===== src/rtl/morse_key_timer.sv =====
// morse_key_timer: straight-key front end for the Morse decoder.
// Synchronizes (and optionally debounces) the raw key, times marks and gaps in
// Morse units and emits single-cycle dot/dash/char-space/word-space pulses whose
// spacing respects the downstream decoder's guard intervals.
// Optional feature macro: MORSE_KEY_DEBOUNCE_EN (debouncer present when defined).
module morse_key_timer #(
    parameter int unsigned UNIT_CYCLES     = 16,
    parameter int unsigned DEBOUNCE_CYCLES = 4
) (
    input  logic clk,
    input  logic rst,
    input  logic key_in,
    output logic dot_inp,
    output logic dash_inp,
    output logic char_space_inp,
    output logic word_space_inp,
    output logic err_long,
    output logic key_db
);

    localparam logic [2:0] StIdle    = 3'd0;
    localparam logic [2:0] StMark    = 3'd1;
    localparam logic [2:0] StGap     = 3'd2;
    localparam logic [2:0] StGapChar = 3'd3;
    localparam logic [2:0] StLong    = 3'd4;

    logic       sync1_q, sync2_q, key_s;
    logic       key_lvl, key_prev_q, key_rise, key_fall, key_edge;
    logic [11:0] pres_q, pres_d;
    logic       wrap;
    logic [3:0] unit_q, unit_d;
    logic [2:0] state_q, state_d;
    logic [2:0] guard_q, guard_d;
    logic       pend_valid_q, pend_valid_d, pend_dash_q, pend_dash_d;
    logic       sym_new, sym_new_dash, sym_avail, sym_dash, sym_fire;
    logic       char_fire, word_fire, err_fire;
    logic       dot_q, dash_q, char_q, word_q, err_q;

    // Two-flop synchronizer for the asynchronous key input
    always_ff @(posedge clk or posedge rst) begin
        if (rst) begin
            sync1_q <= 1'b0;
            sync2_q <= 1'b0;
        end else begin
            sync1_q <= key_in;
            sync2_q <= sync1_q;
        end
    end
    assign key_s = sync2_q;

`ifdef MORSE_KEY_DEBOUNCE_EN
    logic [7:0] db_cnt_q, db_cnt_d;
    logic       key_db_q, key_db_d;

    // Accept a level change only once it has persisted DEBOUNCE_CYCLES samples
    always_comb begin
        db_cnt_d = 8'd0;
        key_db_d = key_db_q;
        if (key_s != key_db_q) begin
            if (db_cnt_q == 8'(DEBOUNCE_CYCLES - 1)) begin
                key_db_d = key_s;
            end else begin
                db_cnt_d = db_cnt_q + 8'd1;
            end
        end
    end

    // Debounce state registers
    always_ff @(posedge clk or posedge rst) begin
        if (rst) begin
            db_cnt_q <= 8'd0;
            key_db_q <= 1'b0;
        end else begin
            db_cnt_q <= db_cnt_d;
            key_db_q <= key_db_d;
        end
    end
    assign key_lvl = key_db_q;
`else
    logic unused_debounce;
    assign unused_debounce = ^DEBOUNCE_CYCLES;
    assign key_lvl = key_s;
`endif

    assign key_rise = key_lvl & ~key_prev_q;
    assign key_fall = ~key_lvl & key_prev_q;
    assign key_edge = key_rise | key_fall;
    assign wrap     = (pres_q == 12'(UNIT_CYCLES - 1));

    // Unit timer: key edges restart the prescaler and clear the unit count
    always_comb begin
        pres_d = pres_q + 12'd1;
        unit_d = unit_q;
        if (key_edge) begin
            pres_d = 12'd0;
            unit_d = 4'd0;
        end else if (wrap) begin
            pres_d = 12'd0;
            if (unit_q != 4'd15) begin
                unit_d = unit_q + 4'd1;
            end
        end
    end

    // Mark/gap FSM; ">= N or about to wrap into N" lets a deferred gap pulse fire later
    always_comb begin
        state_d      = state_q;
        sym_new      = 1'b0;
        sym_new_dash = 1'b0;
        char_fire    = 1'b0;
        word_fire    = 1'b0;
        err_fire     = 1'b0;
        case (state_q)
            StIdle: begin
                if (key_rise) state_d = StMark;
            end
            StMark: begin
                if (key_fall) begin
                    sym_new      = 1'b1;
                    sym_new_dash = (unit_q >= 4'd2);
                    state_d      = StGap;
                end else if ((unit_q == 4'd15 || (wrap && unit_q == 4'd14)) && !pend_valid_q) begin
                    err_fire = 1'b1;
                    state_d  = StLong;
                end
            end
            StLong: begin
                if (key_fall) state_d = StIdle;
            end
            StGap: begin
                if (key_rise) begin
                    state_d = StMark;
                end else if ((unit_q >= 4'd3 || (wrap && unit_q == 4'd2)) && !pend_valid_q) begin
                    char_fire = 1'b1;
                    state_d   = StGapChar;
                end
            end
            StGapChar: begin
                if (key_rise) begin
                    state_d = StMark;
                end else if ((unit_q >= 4'd7 || (wrap && unit_q == 4'd6)) && !pend_valid_q) begin
                    word_fire = 1'b1;
                    state_d   = StIdle;
                end
            end
            default: state_d = StIdle;
        endcase
    end

    // Symbol release: hold a classified symbol until the guard interval expires
    always_comb begin
        sym_avail    = pend_valid_q | sym_new;
        sym_dash     = pend_valid_q ? pend_dash_q : sym_new_dash;
        sym_fire     = sym_avail && (guard_q == 3'd0);
        pend_valid_d = sym_avail && !sym_fire;
        pend_dash_d  = sym_dash;
        if (word_fire) begin
            guard_d = 3'd7;
        end else if (char_fire) begin
            guard_d = 3'd3;
        end else if (guard_q != 3'd0) begin
            guard_d = guard_q - 3'd1;
        end else begin
            guard_d = 3'd0;
        end
    end

    // Timer, FSM, guard and registered pulse outputs
    always_ff @(posedge clk or posedge rst) begin
        if (rst) begin
            key_prev_q   <= 1'b0;
            pres_q       <= 12'd0;
            unit_q       <= 4'd0;
            state_q      <= StIdle;
            guard_q      <= 3'd0;
            pend_valid_q <= 1'b0;
            pend_dash_q  <= 1'b0;
            dot_q        <= 1'b0;
            dash_q       <= 1'b0;
            char_q       <= 1'b0;
            word_q       <= 1'b0;
            err_q        <= 1'b0;
        end else begin
            key_prev_q   <= key_lvl;
            pres_q       <= pres_d;
            unit_q       <= unit_d;
            state_q      <= state_d;
            guard_q      <= guard_d;
            pend_valid_q <= pend_valid_d;
            pend_dash_q  <= pend_dash_d;
            dot_q        <= sym_fire & ~sym_dash;
            dash_q       <= sym_fire & sym_dash;
            char_q       <= char_fire;
            word_q       <= word_fire;
            err_q        <= err_fire & ~sym_fire;
        end
    end

    assign dot_inp        = dot_q;
    assign dash_inp       = dash_q;
    assign char_space_inp = char_q;
    assign word_space_inp = word_q;
    assign err_long       = err_q;
    assign key_db         = key_lvl;

endmodule

===== config.mk =====
export PLATFORM = sky130hd
export DESIGN_NAME = morse_key_timer
export DESIGN_NICKNAME = d
export VERILOG_FILES = /design/src/rtl/morse_key_timer.sv
export SDC_FILE = /design/constraint.sdc
export NUM_CORES = 1
export LEC_CHECK = 0
export ABC_AREA = 1
export BUFFER_PORTS_ARGS = -buffer_cell sky130_fd_sc_hd__buf_2
export CAP_MARGIN = 20
export CORE_ASPECT_RATIO = 1.2
export CORE_UTILIZATION = 35
export DETAILED_ROUTE_END_ITERATION = 8
export GPL_TIMING_DRIVEN = 0
export PLACE_DENSITY_LB_ADDON = 0.08
export SYNTH_ARGS = -nofsm -noshare
export SYNTH_HDL_FRONTEND = slang
export SYNTH_SLANG_ARGS = --single-unit

===== constraint.sdc =====
create_clock -name clk -period 1.41 [get_ports clk]
set_input_delay 0.0705 -clock clk [delete_from_list [all_inputs] [get_ports clk]]
set_output_delay 0.0705 -clock clk [all_outputs]
set_load 0.1 [all_outputs]

==> results by group <==
Cells and area
  • N_diodes: 0
  • Share of layout cells above drive strength 1: 41.38%
  • Final Util: 51.94%
  • Layout Area Growth over Synthesis: 40.42%
  • Most common cell after layout, fill and taps aside: nand2_1
  • Most frequent cells in the layout: 32 x nand2_1, 28 x dfrtp_1, 24 x nor2_1
  • Final Net Count: 240
  • Fillers: 399

Critical path
  • Reg2reg setup slack: -0.21 ns
  • Crit path max fanout: 4
  • Crit path largest cell delay: 0.42 ns
  • WP buf/inv: 0
  • Critical path depth in cells: 12
  • Crit path capture: state_q[1]
  • CP Launch Type: register
  • Crit-path slowest cell: dfrtp_1
  • CP delay by family, top: simple AND/OR/NAND/NOR gates
  • Most common cell on crit path: nand2_2
  • CP Data Arrival Time: 1.80 ns
  • Worst setup EP type: register
  • Setup crit start: pres_q[0]
  • Reg2Reg Capture Point: state_q[1]
  • WS Path Type: register to register
  • Worst r2r src: pres_q[0]
  • Crit path cell chain: ha_4 > nand3_2 > nor2_4 > nand3_2 > nand2_2 > nand2_2 > nand2_2 > nand2_2 > nor2_4 > nand2_2 > nand2_1 > nand2_1
  • Worst endpoint required time: 1.59 ns
  • Reg2Reg Depth: 12

Detailed routing
  • Post-Route WL: 3481 microns
  • Vias/cell: 4.722
  • Wire per inst: 12.09 microns
  • DRC Markers: 0
  • Detail Route Antenna Nets: 0
  • DR vias: 1360
  • Initial DRC Count: 42
  • Drt first pass iters: 4

Logic synthesis
  • Register area share after synthesis: 50.04%
  • Yosys warnings: 0
  • Netlist cell types: 31
  • Post-Syn Area: 1600 sq um
  • Syn Inst Count: 194
  • Mapped Avg Cell Area: 8.249 sq um
  • Net Count, Synth: 202
  • #FFs+latches synth: 32

Floorplan
  • Die area: 4848 sq um
  • I/O Pins: 9
  • Die width: 63.73 microns
  • Rows: 26
  • Initial core utilization: 36.99%
  • Chip Height: 76.07 microns
  • Area of the core: 4327 sq um

Timing
  • Period minus WS final: 1.624 ns
  • Relative slew slack: 55.65%
  • Max Slew Vio Count: 0
  • Worst Tran Pin Value: 0.6646 ns
  • Hold Slack: 0.3536 ns
  • Final setup vio count: 19
  • Final hold vios: 0
  • F_max: 615.8 MHz
  • Setup slack after layout: -0.2139 ns
  • Clk_skew: 0.001901 ns
  • Unrepaired setup endpoints after global routing: yes
  • Fin crit share: 115.2%

Global routing
  • First-pass GRT wire length: 5830 microns
  • Antenna violations before repair: 0
  • Grt ovf: 0
  • Largest net degree at the start of global routing: 19
  • Gr usage total: 15.46%
  • Vias in the first global route: 1377

Power and ir drop
  • Worst ir drop on vdd: 0.4673 mV
  • Pwr dens: 1074 nW/um^2
  • P_leak: 1.028 nW

Placed design
  • Port bufs: 8
  • DP HPWL: 2351 microns
  • Final GP Congestion: 0.8459

Min path
  • Hold WC Path Type: register to register

Clock network
  • Clock Sinks: 32
  • H-tree depth: 2
  • CTS tree: yes
  • Clock slew seen by the registers of the worst setup and hold paths: 0.06 ns
  • Deepest clock path buffer count: 2
  • Clk Tree Root Cell: clkbuf_8
  • Cts bufs inserted: 5
  • Skew-Pair Late Insertion Delay: 0.28 ns

Run
  • Max Cap Violations: 0

Outcome
  • Failing checks: negative setup slack
  • Status: finished with violations
==> report_power, final <==
part	leakage, nW	total (mW)	switching [mW]	internal, mW
sequential	0.427	1.07	0.0776	0.990
clock	0.0410	0.663	0.328	0.335
combinational	0.560	0.682	0.428	0.254
total	1.03	2.41	0.834	1.58
==> flip-flops by register name, indices dropped and copies added, names as in the netlist, 3 cells and up <==
signal / flops
pres_q: 12
state_q: 3
guard_q: 3
unit_q: 4
==> layer usage <==
metal	wire (microns)	track usage [%]
met5	0	0
met1	1435	16.24
met2	1886	27.87
met3	93	4.491
met4	66	6.818
==> layout make-up <==
type,count,area [sq um],area share [%]
inverters,28,112.6,5.011
clock buffers,6,72.57,3.229
well taps,56,70.07,3.118
clock inverters,1,5.005,0.2227
flip-flops and latches,32,808.3,35.97
multi-input cells,134,918.4,40.87
repair buffers,31,260.3,11.58
==> cells by family (layout without fill, tap and decap cells) <==
| kind of cell | after synthesis | after routing | synth area share (%) |
|---|---|---|---|
| and+or+nand+nor | 106 | 106 | 30.18 |
| DFF | 32 | 32 | 50.04 |
| AOI/OAI and AO/OA | 20 | 20 | 7.663 |
| adders and majority gates | 5 | 5 | 3.909 |
| buffers and inverters | 28 | 66 | 6.567 |
| xor gates and xnor gates | 3 | 3 | 1.642 |
==> synth_stat cells <==
cell | instances | area [sq um]
nand2_1 | 40 | 150.1
dfrtp_1 | 32 | 800.8
nor2_1 | 32 | 120.1
inv_1 | 26 | 97.59
nand3_1 | 10 | 50.05
a21oi_1 | 7 | 35.03
nor3_1 | 6 | 30.03
ha_1 | 5 | 62.56
nand2_2 | 5 | 31.28
o21ai_0 | 4 | 20.02
xor2_1 | 3 | 26.28
nand3_2 | 2 | 20.02
nand4_1 | 2 | 12.51
nor2_2 | 2 | 12.51
nor2_4 | 2 | 22.52
a211oi_1 | 1 | 7.510
a21oi_2 | 1 | 8.760
and2_1 | 1 | 6.260
and2_2 | 1 | 7.510
clkinv_1 | 1 | 3.750
inv_2 | 1 | 3.750
nor3b_1 | 1 | 7.510
nor4_1 | 1 | 6.260
o2111ai_1 | 1 | 8.760
o211ai_1 | 1 | 7.510
o21a_1 | 1 | 7.510
o21ai_1 | 1 | 5.000
o22ai_1 | 1 | 6.260
o311ai_0 | 1 | 8.760
o31ai_1 | 1 | 7.510
or2_1 | 1 | 6.260
==> timing repair <==
item | CTS | global route
pin swaps | 12 | 24
resized for setup | 10 | 42
hold buffers | 2 | 0
endpoints found under the hold margin | 15 | 0
buffers inserted | 14 | 8
endpoints found under the setup margin | 14 | 22
==> through the flow <==
step	power, mW	std cells	area [sq um]	setup WS [ns]	setup TNS [ns]
finish	2.413	288	2247	-0.2139	-1.735
global route	2.573	288	2247	-0.3435	-3.687
CTS	2.374	282	2042	-0.1769	-1.350
detailed placement	1.644	259	1797	-0.2377	-1.479
global placement	1.624	258	1769	-0.2300	-1.339
floorplan	1.533	194	1659	-0.06695	-0.2343
==> worst min-delay path by stage <==
stage          startpoint      end  slack (ns)  cells after the start
6_report          sync1_q   key_db        0.35                      0
5_1_grt           sync1_q   key_db        0.37                      0
4_1_cts           sync1_q   key_db        0.36                      0
3_5_place_dp       key_in  sync1_q        0.18                      1
3_3_place_gp       key_in  sync1_q        0.18                      1
2_1_floorplan      key_in  sync1_q        0.10                      0
No activity file was read; power rests on OpenSTA's default activity.
